<file path="config.mk">
export PLATFORM = sky130hd
export DESIGN_NAME = muldiv_sequencer
export DESIGN_NICKNAME = d
export VERILOG_FILES = /design/src/rtl/muldiv_sequencer_pkg.sv /design/src/rtl/muldiv_iter_core.sv /design/src/rtl/muldiv_sequencer.sv
export SDC_FILE = /design/constraint.sdc
export NUM_CORES = 1
export LEC_CHECK = 0
export CORE_UTILIZATION = 45
export CTS_BUF_LIST = sky130_fd_sc_hd__clkbuf_8
export DETAILED_ROUTE_END_ITERATION = 16
export PLACE_DENSITY = 0.75
export SYNTH_ARGS = -nofsm -noshare
export SYNTH_HDL_FRONTEND = slang
export SYNTH_HIERARCHICAL = 1
export SYNTH_SLANG_ARGS = --single-unit
</file>
<file path="constraint.sdc">
create_clock -name i_clk -period 4.1 [get_ports i_clk]
set_clock_uncertainty 0.2 [all_clocks]
set_input_delay 0.615 -clock i_clk [delete_from_list [all_inputs] [get_ports i_clk]]
set_output_delay 0.615 -clock i_clk [all_outputs]
set_load 0.005 [all_outputs]
</file>
<file path="src/rtl/muldiv_sequencer_pkg.sv">
// muldiv_sequencer_pkg: shared RV32M encodings, FSM states and special-case results
package muldiv_sequencer_pkg;
  localparam int MD_WIDTH = 32;
  localparam int MD_CNT_W = 5;
  localparam logic [6:0] OPCODE_OP = 7'b0110011;
  localparam logic [6:0] FUNC7_M = 7'b0000001;
  localparam logic [2:0] F3_MUL = 3'b000;
  localparam logic [2:0] F3_MULH = 3'b001;
  localparam logic [2:0] F3_MULHSU = 3'b010;
  localparam logic [2:0] F3_MULHU = 3'b011;
  localparam logic [2:0] F3_DIV = 3'b100;
  localparam logic [2:0] F3_DIVU = 3'b101;
  localparam logic [2:0] F3_REM = 3'b110;
  localparam logic [2:0] F3_REMU = 3'b111;
  localparam logic [MD_WIDTH-1:0] DIV0_QUOT = '1;
  localparam logic [MD_WIDTH-1:0] OVF_QUOT = 32'h8000_0000;
  localparam logic [MD_WIDTH-1:0] OVF_REM = '0;
  localparam logic [MD_WIDTH-1:0] INT_MIN = 32'h8000_0000;
  typedef enum logic [1:0] {IDLE, CALC, FIX} state_t;
endpackage

</file>
<file path="src/rtl/muldiv_iter_core.sv">
// muldiv_iter_core: one shift-add / restoring-divide step per cycle plus final sign fix
module muldiv_iter_core
  import muldiv_sequencer_pkg::*;
#(
  parameter int WIDTH = MD_WIDTH
) (
  input  logic             i_clk,
  input  logic             i_rst,
  input  logic             i_load,
  input  logic             i_step,
  input  logic             i_is_div,
  input  logic             i_neg,
  input  logic [1:0]       i_sel,
  input  logic [WIDTH-1:0] i_mag_a,
  input  logic [WIDTH-1:0] i_mag_b,
  output logic [WIDTH-1:0] o_result
);
  logic [2*WIDTH-1:0] r_acc;
  logic [WIDTH-1:0]   r_opb;
  logic [WIDTH:0]     w_add;
  logic [WIDTH:0]     w_trial;
  logic [2*WIDTH-1:0] w_next;
  logic [2*WIDTH-1:0] w_prod;
  logic [WIDTH-1:0]   w_hi;
  logic [WIDTH-1:0]   w_lo;
  // next accumulator: multiply keeps {high partial, multiplier}, divide keeps {remainder, dividend/quotient}
  always_comb begin
    w_add = {1'b0, r_acc[2*WIDTH-1:WIDTH]} + (r_acc[0] ? {1'b0, r_opb} : '0);
    w_trial = r_acc[2*WIDTH-1:WIDTH-1] - {1'b0, r_opb};
    w_next = !i_is_div ? {w_add, r_acc[WIDTH-1:1]} :
             w_trial[WIDTH] ? {r_acc[2*WIDTH-2:0], 1'b0} :
             {w_trial[WIDTH-1:0], r_acc[WIDTH-2:0], 1'b1};
  end
  // sign correction and half / quotient / remainder selection
  always_comb begin
    w_prod = i_neg ? -r_acc : r_acc;
    w_hi = i_neg ? -r_acc[2*WIDTH-1:WIDTH] : r_acc[2*WIDTH-1:WIDTH];
    w_lo = i_neg ? -r_acc[WIDTH-1:0] : r_acc[WIDTH-1:0];
    o_result = i_is_div ? (i_sel[1] ? w_hi : w_lo) :
               (i_sel == 2'b00) ? w_prod[WIDTH-1:0] : w_prod[2*WIDTH-1:WIDTH];
  end
  // accumulator and divisor/multiplicand registers
  always_ff @(posedge i_clk) begin
    if (i_rst) begin
      r_acc <= '0;
      r_opb <= '0;
    end else if (i_load) begin
      r_acc <= {{WIDTH{1'b0}}, i_mag_a};
      r_opb <= i_mag_b;
    end else if (i_step) begin
      r_acc <= w_next;
    end
  end
endmodule

</file>
<file path="src/rtl/muldiv_sequencer.sv">
// muldiv_sequencer: RV32M multi-cycle controller with fast path for divide corner cases
module muldiv_sequencer
  import muldiv_sequencer_pkg::*;
#(
  parameter int WIDTH = MD_WIDTH,
  parameter int CNT_W = MD_CNT_W
) (
  input  logic             i_clk,
  input  logic             i_reset,
  input  logic             i_start,
  input  logic [2:0]       i_func3,
  input  logic [WIDTH-1:0] i_operand_a,
  input  logic [WIDTH-1:0] i_operand_b,
  input  logic             i_flush,
  output logic             o_busy,
  output logic             o_stall,
  output logic             o_done,
  output logic [WIDTH-1:0] o_result
);
  state_t           r_state;
  logic [CNT_W-1:0] r_cnt;
  logic [2:0]       r_func3;
  logic             r_neg;
  logic             r_busy;
  logic             r_done;
  logic [WIDTH-1:0] r_result;
  logic             w_a_neg;
  logic             w_b_neg;
  logic [WIDTH-1:0] w_mag_a;
  logic [WIDTH-1:0] w_mag_b;
  logic             w_neg;
  logic             w_b_zero;
  logic             w_ovf;
  logic             w_special;
  logic [WIDTH-1:0] w_special_res;
  logic             w_accept;
  logic [WIDTH-1:0] w_core_result;
  // operand signedness, magnitudes and special-case detection
  always_comb begin
    w_a_neg = i_operand_a[WIDTH-1] & ~(i_func3[0] & (i_func3[1] | i_func3[2]));
    w_b_neg = i_operand_b[WIDTH-1] & (i_func3[2] ? ~i_func3[0] : ~i_func3[1]);
    w_mag_a = w_a_neg ? -i_operand_a : i_operand_a;
    w_mag_b = w_b_neg ? -i_operand_b : i_operand_b;
    w_neg = (i_func3[2] & i_func3[1]) ? w_a_neg : w_a_neg ^ w_b_neg;
    w_b_zero = i_operand_b == '0;
    w_ovf = i_func3[2] & ~i_func3[0] & (i_operand_a == INT_MIN) & (i_operand_b == '1);
    w_special = i_func3[2] & (w_b_zero | w_ovf);
    w_special_res = i_func3[1] ? (w_b_zero ? i_operand_a : OVF_REM) : (w_b_zero ? DIV0_QUOT : OVF_QUOT);
    w_accept = (r_state == IDLE) & i_start & ~i_flush;
  end
  assign o_stall = (r_state != IDLE) | (i_start & ~w_special);
  assign o_busy = r_busy;
  assign o_done = r_done;
  assign o_result = r_result;
  muldiv_iter_core #(.WIDTH(WIDTH)) u_core (
    .i_clk    (i_clk),
    .i_rst    (i_reset),
    .i_load   (w_accept & ~w_special),
    .i_step   ((r_state == CALC) & ~i_flush),
    .i_is_div (r_func3[2]),
    .i_neg    (r_neg),
    .i_sel    (r_func3[1:0]),
    .i_mag_a  (w_mag_a),
    .i_mag_b  (w_mag_b),
    .o_result (w_core_result)
  );
  // control FSM: accept or fast-path in IDLE, iterate in CALC, publish in FIX
  always_ff @(posedge i_clk) begin
    if (i_reset) begin
      r_state <= IDLE;
      r_cnt <= '0;
      r_func3 <= '0;
      r_neg <= 1'b0;
      r_busy <= 1'b0;
      r_done <= 1'b0;
      r_result <= '0;
    end else begin
      r_done <= 1'b0;
      if (r_state != IDLE && i_flush) begin
        r_state <= IDLE;
        r_busy <= 1'b0;
      end else begin
        case (r_state)
          IDLE: if (w_accept) begin
            if (w_special) begin
              r_result <= w_special_res;
              r_done <= 1'b1;
            end else begin
              r_state <= CALC;
              r_busy <= 1'b1;
              r_cnt <= '0;
              r_func3 <= i_func3;
              r_neg <= w_neg;
            end
          end
          CALC: begin
            r_cnt <= r_cnt + 1'b1;
            if (r_cnt == CNT_W'(WIDTH-1)) r_state <= FIX;
          end
          FIX: begin
            r_result <= w_core_result;
            r_done <= 1'b1;
            r_state <= IDLE;
            r_busy <= 1'b0;
          end
          default: r_state <= IDLE;
        endcase
      end
    end
  end
endmodule

</file>
### Word-level counts from Yosys, hierarchy flattened

Index checks and enable logic that the tools add are counted.

| word-level totals | value |
|---|---|
| bits in registers | 141 |
| input bits | 71 |
| output and inout bits | 35 |
| word-level logic and storage cells | 99 |

| cells by class | value |
|---|---|
| multiplexer cells | 34 |
| reduce and logical (&&, ||, !) cells | 15 |
| equality and inequality tests | 9 |
| bitwise logic cells | 23 |
| $add $sub $neg | 8 |

Operators by type and width:

| cell | number |
|---|---|
| 32-bit two-way mux | 14 |
| 64-bit two-way mux | 3 |
| 32-bit negation | 4 |
| 32-bit equality test, second input constant | 2 |
| 64-bit negation | 1 |
| 32-bit one-hot mux with 2 select lines | 1 |
| 32-bit by 32-bit adder with 33-bit output | 1 |
| 33-bit by 32-bit subtractor with 33-bit output | 1 |
| 32-bit zero test | 1 |
| 31-bit two-way mux | 1 |
| 1-bit AND | 13 |
| 4-bit AND reduction | 3 |
| 5-bit two-way mux | 2 |
| 5-bit one-hot mux with 2 select lines | 1 |
| 2-bit nonzero test | 4 |
| 1-bit two-way mux | 6 |
| 2-bit two-way mux | 3 |
| 2-bit != test, second input constant | 3 |
| 1-bit inverter | 6 |
| 3-bit AND reduction | 2 |
| 5-bit by 1-bit adder with 5-bit output, second input constant | 1 |
| 5-bit equality test, second input constant | 1 |
| 2-bit zero test | 2 |
| 1-bit one-hot mux with 2 select lines | 2 |
| other kinds (8) | 11 |

### Longest topological paths before layout

Gate-level depths: netlist of the first run.

| depth | value |
|---|---|
| word-level depth | 9 |
| mapped depth | 17 |
| mapped depth without buffers | 14 |

### Hierarchy

Netlist of the first run, hierarchy kept.

By module, submodules not included:

| module | instances | area each (um2) | seq. area each (um2) | cells an instance |
|---|---|---|---|---|
| muldiv_iter_core | 1 | 10,744.1 | 1,921.8 | 1,498 |
| muldiv_sequencer | 1 | 3,993.8 | 900.9 | 565 |

### Worst setup path after synthesis of the first run

Ideal clock, no wire load.

| timing | value |
|---|---|
| path kind | in2reg |
| start | input port i_operand_b[6] |
| end | register u_core.r_acc[63] |
| path buffers | 4 |
| stages on the path | 16 |
| setup time | 0.061 ns |
| required time | 3.839 ns |
| arrival | 3.944 ns |
| path slack | -0.105 ns |
| path through | or4_1 buf_2 or4_4 buf_6 or3_1 buf_6 o22ai_2 nor2_1 clkbuf_1 or2_2 nor2_1 nand3_1 o22a_1 o21ai_0 a21boi_0 a311o_1 |

| on the way | value |
|---|---|
| cells in the longest elaborated chain, start to end | 7 |
| elaborated cells between the ends (all ways) | 8 |
| classes of those cells | 1 x eq/ne; 5 x bitwise; 2 x reduce/logical |

RTL lines:

| item | line | text |
|---|---|---|
| start, declared | muldiv_sequencer.sv:13 | `input logic [WIDTH-1:0] i_operand_b,` |
| 32-bit equality test | muldiv_sequencer.sv:46 | `w_ovf = i_func3[2] & ~i_func3[0] & (i_operand_a == INT_MIN) & (i_operand_b == '1);` |
| 1-bit AND | muldiv_sequencer.sv:46 |  |
| 1-bit OR (*) | muldiv_sequencer.sv:47 | `w_special = i_func3[2] & (w_b_zero \| w_ovf);` |
| 1-bit AND (*) | muldiv_sequencer.sv:47 |  |
| 1-bit inverter (no source line) (*) | -- |  |
| 1-bit AND (*) | muldiv_sequencer.sv:58 | `.i_load (w_accept & ~w_special),` |
| 2-bit OR reduction (no source line) (*) | -- |  |
| end signal, assigned | muldiv_iter_core.sv:48 | `r_acc <= {{WIDTH{1'b0}}, i_mag_a};` |
| end signal, assigned | muldiv_iter_core.sv:51 | `r_acc <= w_next;` |
| end, declared | muldiv_iter_core.sv:18 | `logic [2*WIDTH-1:0] r_acc;` |

Mark *: on every way between the ends. The rest lies on a longest branch, timed or not.
A chain may end at the register's enable or synchronous reset.

### Worst setup path in the final report of the first run

| timing | value |
|---|---|
| start | register u_core.r_acc[10] |
| end | register r_result[29] (netlist: o_result[29]) |

| on the way | value |
|---|---|
| cells in the longest elaborated chain, start to end | 5 |
| elaborated cells between the ends (all ways) | 8 |
| classes of those cells | 2 x add/sub; 6 x mux |

RTL lines:

| item | line | text |
|---|---|---|
| 64-bit negation or 32-bit negation (tied branches) | muldiv_iter_core.sv:36, muldiv_iter_core.sv:38 |  |
| 64-bit two-way mux or 32-bit two-way mux (tied branches) | muldiv_iter_core.sv:36, muldiv_iter_core.sv:38 |  |
| 32-bit two-way mux, on equally long branches | muldiv_iter_core.sv:40, muldiv_iter_core.sv:39 |  |
| 32-bit two-way mux (*) | muldiv_iter_core.sv:39 | `o_result = i_is_div ? (i_sel[1] ? w_hi : w_lo) :` |
| net w_core_result[29] | muldiv_sequencer.sv:37 | `logic [WIDTH-1:0] w_core_result;` |
| 32-bit one-hot mux with 2 select lines (*) | muldiv_sequencer.sv:83 | `case (r_state)` |
| end signal, assigned | muldiv_sequencer.sv:86 | `r_result <= w_special_res;` |
| end signal, assigned | muldiv_sequencer.sv:101 | `r_result <= w_core_result;` |
| end, declared | muldiv_sequencer.sv:26 | `logic [WIDTH-1:0] r_result;` |

The timed path passes the listed nets; every way through them passes the cells marked *.

==> results of run 1 <==
per-stage QoR:
| step | area, µm² | utilization [%] |
|---|---|---|
| after floorplan | 14760 | - |
| after global placement | 16990 | 53.30 |
| after detailed placement | 16990 | 53.30 |
| after CTS | 17420 | 54.64 |
| after global routing | 17520 | 54.96 |
| final | 17520 | 54.96 |
state kept, by name (all words and copies together) (netlist names):
register / flops
u_core/r_opb: 32
u_core/r_acc: 64
o_done: 1
r_state: 2
r_cnt: 5
r_neg: 1
r_func3: 3
o_result: 32
o_busy: 1
final cells by class:
type / instances / area, µm²
antenna: 1 / 2.502
clock buffer: 18 / 247.7
clock inverter: 13 / 163.9
fill: 3048 / 14360
inverter: 95 / 356.6
multi-input combinational: 1679 / 11080
sequential: 141 / 2826
tap: 435 / 544.3
timing repair buffer: 265 / 2302
cells by family after synthesis:
kind of cell / count (synthesis) / share of synthesized area (%)
AOI/OAI and AO/OA: 698 / 30.34
DFF: 141 / 19.15
muxes: 85 / 5.917
buffers and inverters: 243 / 6.698
adders and majority gates: 73 / 6.299
and+or+nand+nor: 643 / 20.89
xor gates and xnor gates: 180 / 10.70
worst max-delay path, stage by stage, from the launching register on:
cell and delay, ps:
dfxtp_1 320, or4_4 570, or4_4 520, or4_4 540, or2_4 260, nor4_2 170
nand2_1 170, o21ai_1 180, xor2_1 110, a221oi_2 310, nand2_1 80, o21ai_1 90
a21oi_1 60, a311oi_1 300
final timing paths:
path	from	endpoint	slack, ps	cells after the start
worst max register to register	u_core/r_acc[10]	o_result[29]	100	13
worst min-delay path	o_result[6]	o_result[6]	270	2
worst min register to register	o_result[6]	o_result[6]	270	2
worst max-delay path	u_core/r_acc[10]	o_result[29]	100	13
layer usage:
| metal | up-vias | global-route usage (%) |
|---|---|---|
| met4 | 0 | 10.70 |
| li1 | 7798 | - |
| met5 | - | 0 |
| met2 | 819 | 48.47 |
| met3 | 115 | 4.647 |
| met1 | 7914 | 40.42 |
synthesized netlist by cell type, types with 9 or more instances:
master	count	share of area, %
a211oi_1	57	2.9
a21o_1	29	1.5
a21oi_1	204	6.9
a221oi_1	9	0.53
a311oi_1	35	2.1
a31oi_1	10	0.42
and2_1	11	0.47
and3_1	19	0.81
buf_2	12	0.41
clkbuf_1	120	3.1
dfxtp_1	141	19
ha_1	71	6.0
inv_1	94	2.4
mux2i_1	77	5.2
nand2_1	151	3.8
nand2b_1	19	0.81
nand3_1	35	1.2
nand4_1	19	0.81
nor2_1	243	6.2
nor2b_1	9	0.38
nor3_1	26	0.88
nor4_1	16	0.68
o211ai_1	15	0.76
o21a_1	14	0.71
o21ai_0	142	4.8
o21ai_1	39	1.3
o22ai_1	12	0.51
o31ai_1	26	1.3
o41ai_1	18	1.1
or2_2	15	0.64
or3_1	23	0.98
or4_1	18	0.92
xnor2_1	105	6.2
xor2_1	75	4.5
what timing repair did:
| action | 4_1_cts | 5_1_grt |
|---|---|---|
| pin swaps | 2 | 6 |
| endpoints found under the setup margin | 2 | 33 |
| buffers inserted | 1 | 0 |
| resized for setup | 3 | 25 |
where the power goes:
group / switching (µW) / leakage [µW] / internal, µW
combinational: 1100 / 0.00559 / 809
clock: 625 / 0.000194 / 617
sequential: 85.3 / 0.00115 / 1430
total: 1810 / 0.00693 / 2850
==> summary.txt, run 1 <==
Outcome
  • Outcome: complete, no violations

Clocking
  • Clock Latency Late Sink: slightly below 500 ps
  • CTS Buf Count: 17
  • Hold_buf cts: 0
  • CTS Sinks: roughly 140
  • Maximum clock insertion buffer count: 2
  • Root Buffer: clkbuf_8
  • CTS H-tree lvls: 4
  • CTS tree: yes
  • CTS clk-pin slew, worst paths: around 90 ps

Yosys
  • EDFF count, synth: 0
  • Cells after synthesis: roughly 2100
  • Mean Syn Cell Area: slightly above 7 µm²
  • Synth Register Bits: between 100 and 150
  • Distinct cells, synth: 87
  • Synthesized area: ~0.015 mm²
  • Post-synthesis sequential area ratio: 19.15%
  • Async set-reset flop share out of synthesis: 0%
  • Yosys Warn Count: 6
  • Synth Flop Type: dfxtp_1
  • Synth Net Count: about 2200

STA
  • Slew @ Worst Pin: 1148 ps
  • Top achievable clock speed: 0.2498 GHz
  • Setup TNS: 0 ps
  • Final Hold Vio Count: 0
  • Crit share post-route: 97.64%
  • Min Tclk post-route: 4003 ps
  • Final Max Slew Viols: 0
  • RSZ-0062 raised after global routing: yes
  • Slew HR: 23.48%
  • Setup Viol. Count Final: 0
  • Fin Hold WS: 270.8 ps
  • Final worst setup slack: roughly 97 ps

Pwr
  • PwrDens: between 200 and 300 mW/mm²
  • Peak VDD IR: about 0.18 mV
  • Lkg Pwr: 0.006926 µW
  • Total power: around 4700 µW

Die
  • Io pins: between 100 and 150
  • Die W: about 180 µm
  • Die area: 0.03348 mm²
  • FP Rows: 65
  • Core area: around 0.032 mm²
  • Die Y: approximately 180 µm
  • Starting Density: a little under half

Flow run
  • Max-Cap Viols: 0

Detailed routing
  • Vias: roughly 17000
  • Pre-antenna DRT Iters: 5
  • Antenna Violating Nets Remaining: 0
  • Iteration-0 DRC Markers: around 1800
  • WL met3: roughly 4200 µm
  • Uppermost routed layer: met4
  • Routed length on met2: approximately 23000 µm
  • Wirelength, routed: between 50000 and 60000 µm
  • Routed WL per cell: ~19 µm
  • Met1 Wirelength: approximately 22000 µm
  • Via/cell ratio: 6.289
  • Post-route DRC violation count: 0

Place
  • HPWL after detailed placement: between 30000 and 40000 µm
  • Placed Instances: about 2600
  • Pre-CTS setup slack: -188.3 ps
  • I/O Buffers: roughly 110
  • GPL Wtd Cong: approximately 1.0

Critical path
  • Crit path arrival time: approximately 4200 ps
  • Critical path startpoint category: flip-flop
  • Crit Path Max Fanout: 4
  • CP endpoint kind: flip-flop
  • Critical Path RT: about 4300 ps
  • Kind of critical path: flip-flop to flip-flop

Finish
  • Cell Count, Final, Fillers Out: between 2000 and 3000
  • Nets@finish: about 2300
  • Commonest non-fill, non-tap cell in the layout: nor2_1
  • Share of layout cells above drive strength 1: around an eighth
  • Most frequent cells in the layout: nor2_1 (239), a21oi_1 (200), buf_4 (157), nand2_1 (149), o21ai_0 (139)
  • Synthesis-to-layout area growth: 18.90%

Global route
  • Initial antenna violation count: 1
  • Vias in the first global route: between 15000 and 20000
  • Largest net degree at the start of global routing: 95
  • Remaining Overflow, GRT: 0
  • GRT Total Usage: between 30 and 40%
  • First-pass GRT wire length: around 81000 µm

Worst hold path
  • Min-delay worst type: flip-flop to flip-flop
No activity file was read; power rests on OpenSTA's default activity.
==> inputs of run 2 (changes only) <==
ABC_AREA = 1   (was unset)
CAP_MARGIN = 30   (was unset)
SLEW_MARGIN = 20   (was unset)
==> run 2 against run 1 <==
Sequential share of layout area decreased by 1.6 points. Sequential cell count did not move. Design area up 11%. Global-route usage up 3.2 points. Hold slack improved by 6.7 ps. Total power up 7.4%. Fmax grew 1.6%. Sequential power rose by 3%. Via count increased by 24%. Synthesized cell count up 58%. Routed wire length up 28%. First-iteration DRC count increased by 41%.
==> summary.txt, run 2 <==
Critical path
  • Kind of critical path: input pin to output pin
  • CP endpoint kind: output pin
  • Crit Path Max Fanout: 3 (-1)
  • Most common cell on crit path: nand2_1
  • Stages on worst setup path: 13 (unchanged)
  • Critical path startpoint category: input pin
  • Crit path launch: i_operand_a[0]
  • Crit path capture: o_stall
  • Crit path arrival time: 3130 ps (-1050 ps)
  • CP max stage delay: 480 ps (-90 ps)
  • Reg2reg start: u_core/r_acc[1]
  • Reg2Reg Setup Slack: 710 ps (+610 ps)
  • Crit path max-delay cell type: clkdlybuf4s50_1
  • Critical Path RT: 3280 ps (-1000 ps)
  • Reg-to-Reg End: o_result[4]
  • Worst path top cell family by delay: simple AND/OR/NAND/NOR gates
  • Worst path bufs/invs: 3 (+3)
  • Worst-case reg-to-reg path depth: 16 (+3)
  • CP cell instances: clkdlybuf4s50_1 -> inv_1 -> ha_1 -> nand3_1 -> nor2_2 -> nand3_1 -> nor2_1 -> nand2_1 -> nand2_4 -> nand2_4 -> nand2_1 -> nand2_1 -> clkdlybuf4s50_1

Detailed routing
  • Vias: 20720 (+24%)
  • Pre-antenna DRT Iters: 7 (+2)
  • Via/cell ratio: 5.408 (-14%)
  • Post-route DRC violation count: 0 (unchanged)
  • Antenna Violating Nets Remaining: 0 (unchanged)
  • Wirelength, routed: 65870 µm (+28%)
  • Routed WL per cell: 17.19 µm (-11%)
  • Iteration-0 DRC Markers: 2505 (+41%)

Worst hold path
  • Hold depth: 2 (unchanged)
  • Min-delay worst type: flip-flop to flip-flop

Die
  • Starting Density: 46.16% (-0.069 points)
  • Die Y: 199.3 µm (+8.9%)
  • FP Rows: 71 (+9.2%)
  • Io pins: 106 (unchanged)
  • Core area: 0.03793 mm² (+19%)
  • Die area: 0.03970 mm² (+19%)
  • Die W: 199.3 µm (+8.9%)

Clocking
  • CTS Sinks: 141 (unchanged)
  • Clock Latency Late Sink: 500 ps (about the same)
  • CTS H-tree lvls: 4 (unchanged)
  • Hold_buf cts: 0 (unchanged)
  • CTS Buf Count: 17 (unchanged)
  • CTS clk-pin slew, worst paths: 80 ps (about the same)
  • Root Buffer: clkbuf_8
  • CTS tree: yes
  • Maximum clock insertion buffer count: 2 (unchanged)
  • CTS resizes: 0 (-3)
  • Post-CTS setup buffer count: 0 (-1)

STA
  • Setup Viol. Count Final: 0 (unchanged)
  • RSZ-0062 raised after global routing: no
  • Fin Hold WS: 277.4 ps (+6.689 ps)
  • Min Tclk post-route: 3941 ps (-62.48 ps)
  • Final Hold Vio Count: 0 (unchanged)
  • Crit share post-route: 96.12% (-1.5 points)
  • Top achievable clock speed: 0.2538 GHz (+1.6%)
  • Slew HR: 42.30% (+19 points)
  • Slew @ Worst Pin: 862.3 ps (-285.5 ps)
  • Final Max Slew Viols: 0 (unchanged)
  • Final worst setup slack: 159.2 ps (+62.48 ps)
  • Setup TNS: 0 ps (unchanged)

Pwr
  • Logic pwr share: 48.0% (+7.1 points)
  • Switching power: 2368 µW (+31%)
  • Clock Power Share: 20.9% (-5.7 points)
  • Sequential fraction of design power: 31.1% (-1.3 points)
  • Switching Share: 47.29% (+8.5 points)
  • Lkg Pwr: 0.01027 µW (+48%)
  • Peak VDD IR: 0.2346 mV (+30%)
  • Internal power: 2639 µW (-7.5%)
  • PwrDens: 257.2 mW/mm² (-3.3%)

Yosys
  • Cells after synthesis: 3250 (+58%)
  • Synth Net Count: 3394 (+54%)
  • Synthesized area: 0.01751 mm² (+19%)
  • Distinct cells, synth: 50 (-43%)
  • Post-synthesis sequential area ratio: 16.12% (-3.0 points)
  • Most common cell in the synthesized netlist: nand2_1
  • Mean Syn Cell Area: 5.387 µm² (-25%)
  • Post-synth top cells: nand2_1 (1051), inv_1 (507), nor2_1 (378), nand3_1 (228), a21oi_1 (179)
  • Synth top area share: 22.53% (+3.4 points)
  • Yosys Warn Count: 6 (unchanged)
  • Async set-reset flop share out of synthesis: 0% (unchanged)
  • EDFF count, synth: 0 (unchanged)
  • Area leader, netlist: nand2_1
  • Synth Flop Type: dfxtp_1
  • Synth Register Bits: 141 (unchanged)
  • Synth top area cells: nand2_1 (23%), dfxtp_1 (16%), inv_1 (11%)

Finish
  • Share of layout cells above drive strength 1: 4.366% (-8.1 points)
  • Largest register by flop count: u_core/r_acc
  • Synthesis-to-layout area growth: 11.18%
  • Fillcell total: 4132 (+36%)
  • Most frequent cells in the layout: nand2_1 (1051), inv_1 (509), nor2_1 (375), nand3_1 (228), a21oi_1 (179)
  • Inserted Diodes: 0 (-1)
  • Commonest non-fill, non-tap cell in the layout: nand2_1
  • Largest register FFs: 64 (unchanged)
  • Nets@finish: 3452 (+47%)

Global route
  • Remaining Overflow, GRT: 0 (unchanged)
  • Vias in the first global route: 18130 (+19%)
  • First-pass GRT wire length: 101500 µm (+25%)
  • Largest net degree at the start of global routing: 72 (-24%)
  • GRT Total Usage: 33.21% (+3.2 points)
  • Initial antenna violation count: 0 (-1)

Place
  • GPL Wtd Cong: 1.004 (-0.61%)
  • Pre-CTS setup slack: 182.9 ps (+371.2 ps)
  • HPWL after detailed placement: 52720 µm (+34%)
  • I/O Buffers: 105 (unchanged)

Outcome
  • Outcome: complete, no violations

Flow run
  • Max-Cap Viols: 0 (unchanged)
run 2: cell count changes in the layout (fill, tap and decap cells not counted), sizes merged, moves of 35 or more:
cell,delta
nand2,+923
nand3,+198
xnor2,-88
buf,-117
nor2,+145
a311oi,-35
mux2i,-77
inv,+424
run 2: area by class of cell:
class                      instances  area (µm²)  share of cell area [%]
inverter                         521        1956                   10.05
tap                              511       639.4                   3.284
clock buffer                      19       261.5                   1.343
timing repair buffer             148        1426                   7.327
sequential                       141        2828                   14.53
clock inverter                    13       92.59                  0.4756
multi-input combinational       2479       12260                   63.00
run 2: tightest hold or removal path, cell delays in order, from the launching register on:
cell and delay (ps):
dfxtp_1 320, nand2_1 60, a21oi_1 50
run 2: routing by layer:
| metal | wire, µm | vias to the layer above | global-route usage, % |
|---|---|---|---|
| met5 | 0 | - | 0 |
| met4 | 2169 | 0 | 11.08 |
| met3 | 7762 | 139 | 7.105 |
| met2 | 25870 | 977 | 46.88 |
| met1 | 30070 | 9218 | 48.95 |
| li1 | - | 10390 | - |
run 2: how the worst min path moves through the flow:
| stage | startpoint | endpoint | slack [ps] |
|---|---|---|---|
| floorplan | r_cnt[3] | r_cnt[3] | 230 |
| global placement | r_cnt[3] | r_cnt[3] | 250 |
| detailed placement | r_cnt[3] | r_cnt[3] | 260 |
| CTS | r_cnt[3] | r_cnt[3] | 280 |
| global route | o_busy | o_busy | 300 |
| finish | r_cnt[3] | r_cnt[3] | 280 |
run 2: per-stage QoR:
stage	total power, µW	cell area [µm²]	cells	util [%]
3_3_place_gp	3892	19090	3799	50.32
4_1_cts	4933	19440	3831	51.25
6_report	5007	19470	3832	51.32
5_1_grt	5317	19470	3832	51.32
2_1_floorplan	3186	17510	3250	-
3_5_place_dp	3894	19090	3799	50.32
run 2: logic make-up after synthesis:
| kind of cell | after synthesis | share of synthesized area (%) |
|---|---|---|
| compound gates | 487 | 15.90 |
| xor+xnor | 125 | 6.253 |
| fa+ha+maj | 73 | 5.302 |
| buf+inv | 630 | 13.91 |
| flops | 141 | 16.12 |
| simple gates | 1794 | 42.52 |
run 2: power groups by stage:
stage	Sequential [µW]	Clock [µW]	Combinational, µW
floorplan	1510	0	1670
global placement	1580	0	2310
detailed placement	1580	0	2320
CTS	1540	1060	2330
global route	1560	1110	2650
finish	1560	1050	2400
==> edit 1, RTL diff (settings of run 1) <==
The package constant `MD_CNT_W` goes from 5 to 10.
--- a/src/rtl/muldiv_sequencer_pkg.sv
+++ b/src/rtl/muldiv_sequencer_pkg.sv
@@ -1,7 +1,7 @@
 // muldiv_sequencer_pkg: shared RV32M encodings, FSM states and special-case results
 package muldiv_sequencer_pkg;
   localparam int MD_WIDTH = 32;
-  localparam int MD_CNT_W = 5;
+  localparam int MD_CNT_W = 10;
   localparam logic [6:0] OPCODE_OP = 7'b0110011;
   localparam logic [6:0] FUNC7_M = 7'b0000001;
   localparam logic [2:0] F3_MUL = 3'b000;
Formal check against the unedited RTL: same outputs for any inputs over 4 cycles, from zero or initial values and one cycle with i_reset high; that may be too few to reach the edited logic, so the function may still have changed.
==> edit 1 against run 1 <==
Die area is 2.5% higher; critical path depth increased by 2; hold slack better by 0.0073 ns; routed wire length is 5.8% higher; total power rose by 3.5%; synthesized cell count is 1.4% higher; combinational power is 11% higher; fmax rose by 0.87%; design area grew 1.6%; worst setup slack improved by 0.035 ns; sequential cell count increased by 5; cell count is 0.87% higher; area after synthesis up 2.6%; core utilization fell by 0.64 points; critical endpoint is now o_result[24]; largest cell class unchanged; highest routed layer unchanged.
==> edit 1: results (changes against run 1) <==
outcome: "finished, final reports clean"
layout.nets: 2358  # +0.64%
use_met2_pct: 49.39  # +0.92 points
ff2ff_path_depth: 15  # +2
cp_max_fo: 3  # -1
synth_commonest_cells: "nor2_1 (243), a21oi_1 (175), nand2_1 (155)"
synth_xor_area_share_pct: 11.07  # +0.37 points
wl_met2_um: 23980  # +2.5%
tightest_slew_ns: 1.050  # -0.09815 ns
routed_via_density: 6.272  # -0.26%
grtUsageMet3_pct: 6.213  # +1.6 points
wl_met1_um: 24020  # +8.3%
reg2reg_to: "o_result[24]"
period_needed_ns: 3.969  # -0.03454 ns
worst_hold_startpoint: "o_busy"
stdcell_count: 2670  # +0.87%
syn_avg_cell_area_sq_um: 7.226  # +1.1%
drtIter0Drc: 1877  # +5.3%
drive_gt1_share_pct: 11.85  # -0.63 points
whs_ns: 0.2780  # +0.007263 ns
diodes: 0  # -1
synth_area_leaders: "dfxtp_1 (19%), xnor2_1 (6.6%), nor2_1 (6.0%)"
grt_max_degree: 83  # -13%
synth_cell_types: 86  # -1.1%
peakVddDrop_mv: 0.1830  # +1.6%
grt_use_total_pct: 31.49  # +1.5 points
post_drt_wl_per_cell_um: 20.37  # +4.9%
synth_seq_area_share_pct: 19.34  # +0.18 points
use_met1_pct: 42.65  # +2.2 points
dp_hpwl_um: 41610  # +5.6%
r2r_slack_ns: 0.13  # +0.03 ns
fillerInstances: 3066  # +0.59%
synth_fp_nets: 2235  # +1.3%
stdcell_area_sq_um: 17810  # +1.6%
cpPeakStageDelay_ns: 0.62  # +0.05 ns
-- edit 1: cell count changes after synthesis, sizes merged, moves of 8 or more --
cell	before	now
a311oi	35	5
o211ai	15	23
a221oi	9	20
buf	28	41
o32ai	1	9
o21ai	184	162
a21oi	204	175
a31oi	10	23
and2	15	5
a22oi	5	33
o311a	4	33
xnor2	105	114
-- edit 1: cell families (layout without fill, tap and decap cells) --
logic type      Yosys count  in the layout
simple gates            649            649
compound gates          693            693
flops                   146            146
xor+xnor                191            191
fa+ha+maj                72             72
mux                      82             82
buf+inv                 259            395
-- edit 1: where the power goes --
| group | switching (mW) | internal (mW) |
|---|---|---|
| Clock | 0.643 | 0.503 |
| Combinational | 1.27 | 0.854 |
| Sequential | 0.0862 | 1.48 |
-- edit 1: area by class of cell --
cell class | instances | area share (%)
well taps | 442 | 3.105
flip-flops and latches | 146 | 16.44
repair buffers | 264 | 12.83
inverters | 99 | 2.093
clock inverters | 14 | 0.7376
multi-input cells | 1687 | 63.41
clock buffers | 18 | 1.391
==> edit 2, RTL diff (flow settings as in run 1) <==
Made on the original files. Re-encode `state_t` (3 states) as one-hot, 3 bits wide.
--- a/src/rtl/muldiv_sequencer_pkg.sv
+++ b/src/rtl/muldiv_sequencer_pkg.sv
@@ -16,6 +16,6 @@
   localparam logic [MD_WIDTH-1:0] OVF_QUOT = 32'h8000_0000;
   localparam logic [MD_WIDTH-1:0] OVF_REM = '0;
   localparam logic [MD_WIDTH-1:0] INT_MIN = 32'h8000_0000;
-  typedef enum logic [1:0] {IDLE, CALC, FIX} state_t;
+  typedef enum logic [2:0] {IDLE = 3'b001, CALC = 3'b010, FIX = 3'b100} state_t;
 endpackage
 
Check against the original RTL: same outputs for any inputs over 4 cycles, from zero or initial values and one cycle with i_reset high; so few cycles prove little.
==> edit 2 against run 1 <==
Area after synthesis shrank 1.9%; register-to-register slack gained 0.08 ns; worst setup slack gained 0.011 ns; total power shrank 13%; routed wire length shrank 0.93%; sequential cell count grew 1; non-clock buffer count shrank 38; design area shrank 3.7%; critical path type is now primary input to primary output; critical endpoint is now o_stall.
==> edit 2: results (changes against run 1) <==
synthAdderAreaFrac_pct: 6.424  # +0.12 points
cts_made_buffers: 17  # unchanged
layout.nets: 2237  # -4.5%
yosysWarnings: 6  # unchanged
drtPass1Iterations: 6  # +1
post_drt_wl_per_cell_um: 20.31  # +4.6%
dp_hpwl_um: 39230  # -0.43%
regMostFlops: "u_core/r_acc"
slew_headroom_pct: 45.34  # +22 points
worstSetupStartpoint: "i_operand_b[27]"
peakVddDrop_mv: 0.1818  # +0.90%
grt_max_degree: 107  # +13%
worst_hold_startpoint: "o_result[12]"
io_buffers: 105  # unchanged
grt_pass1_wl_um: 78580  # -3.2%
p_leak_nw: 6.715  # -3.0%
async_flop_share_pct: 0  # unchanged
syn_avg_cell_area_sq_um: 7.310  # +2.3%
synth_commonest_cells: "nor2_1 (249), a21oi_1 (170), nand2_1 (151)"
grt_use_total_pct: 30.16  # +0.12 points
synth_compound_area_share_pct: 28.29  # -2.1 points
antenna_found_initial: 0  # -1
synth_fp_nets: 2121  # -3.9%
largest_reg_flops: 64  # unchanged
hold_class: "flop to flop"
clkTransAtPathRegs_ns: 0.09  # about the same
clock_latency_ns: 0.49  # about the same
dp.cells: 2476  # -5.3%
switching_share_pct: 37.46  # -1.4 points
clock_path_buffers: 2  # unchanged
cp.arrival_ns: 3.18  # -1.00 ns
gp_routability_congestion: 1.007  # -0.32%
first_global_vias: 14420  # -5.4%
drtIter0Drc: 1717  # -3.6%
cp_max_fo: 5  # +1
synth_seq_area_share_pct: 19.67  # +0.52 points
diodes: 0  # -1
drive_gt1_share_pct: 11.21  # -1.3 points
routed_via_density: 6.304  # +0.24%
synthMuxAreaShare_pct: 6.035  # +0.12 points
outcome: "finished, final reports clean"
synth_area_leaders: "dfxtp_1 (20%), nor2_1 (6.5%), xnor2_1 (6.2%)"
synth_xor_area_share_pct: 10.91  # +0.21 points
r2r_start: "u_core/r_acc[36]"
clockRootBuffer: "clkbuf_8"
place_ws_ns: 0.02197  # +0.2103 ns
htree_levels: 4  # unchanged
synth_cell_types: 98  # +13%
wl_um: 50930  # -0.93%
[edit 2: cell count changes after synthesis, moves of 4 or more]
cell	delta
o21ai_0	-36
a21oi_1	-34
buf_6	-6
nor2_1	+6
o41ai_1	-4
nand2b_1	+26
inv_1	-35
a22oi_1	+31
nor4_1	-8
a211oi_1	-4
a311oi_1	-31
clkbuf_1	-13
nor3b_1	+5
[edit 2: critical path: stages]
cell and delay, ns:
clkdlybuf4s50_1 0.51, or3_2 0.54, nor3_1 0.37, nand4_2 0.25, o31ai_4 0.15, nand2_1 0.10
a21o_1 0.19, clkdlybuf4s50_1 0.45
[edit 2: final cells by class]
| cell class | count | area (sq um) |
|---|---|---|
| sequential | 142 | 2846 |
| clock buffer | 17 | 234.0 |
| multi-input combinational | 1645 | 10880 |
| inverter | 60 | 225.2 |
| clock inverter | 15 | 193.9 |
| fill | 2989 | 14690 |
| timing repair buffer | 227 | 1987 |
| tap | 402 | 503.0 |
[edit 2: per-stage QoR]
stage                     area (sq um)  power (mW)
after floorplan                  14450       2.317
after global placement           16430       2.787
after detailed placement         16430       2.810
after CTS                        16860       4.058
after global routing             16870       4.243
final                            16870       4.079
[edit 2: path summary, 6_finish.rpt]
| check | cells after the start | slack, ns | endpoint |
|---|---|---|---|
| max reg2reg | 13 | 0.18 | u_core/r_acc[45] |
| max | 8 | 0.11 | o_stall |
| min | 2 | 0.25 | o_result[12] |
| min reg2reg | 2 | 0.25 | o_result[12] |
[edit 2: cell families (layout without fill, tap and decap cells)]
| logic type | count (synthesis) | in the layout |
|---|---|---|
| AO/OA/AOI/OAI | 627 | 627 |
| AND/OR/NAND/NOR | 680 | 680 |
| buffers and inverters | 190 | 319 |
| multiplexers | 85 | 85 |
| flip-flops | 142 | 142 |
| adder cells (fa/ha/maj) | 73 | 73 |
| XOR/XNOR | 180 | 180 |
[edit 2: what timing repair did]
| item | in CTS | in global routing |
|---|---|---|
| endpoints found under the setup margin | 0 | 13 |
| gates resized for setup | 0 | 4 |
| setup buffers | 0 | 0 |
| hold buffers | 0 | 0 |
[edit 2: layer usage]
layer / part of all wire, % / up-vias / track usage (%)
met3: 8.2 / 147 / 3.729
met1: 42 / 7442 / 39.81
li1: - / 7412 / -
met5: 0 / - / 0
met2: 44 / 809 / 47.28
met4: 6.0 / 0 / 17.36
[edit 2: power by group through the flow]
stage / clock network, mW / logic [mW] / registers [mW]
global route: 1.33 / 1.43 / 1.49
floorplan: 0 / 0.837 / 1.48
global placement: 0 / 1.28 / 1.51
CTS: 1.27 / 1.31 / 1.48
finish: 1.26 / 1.34 / 1.48
detailed placement: 0 / 1.30 / 1.51
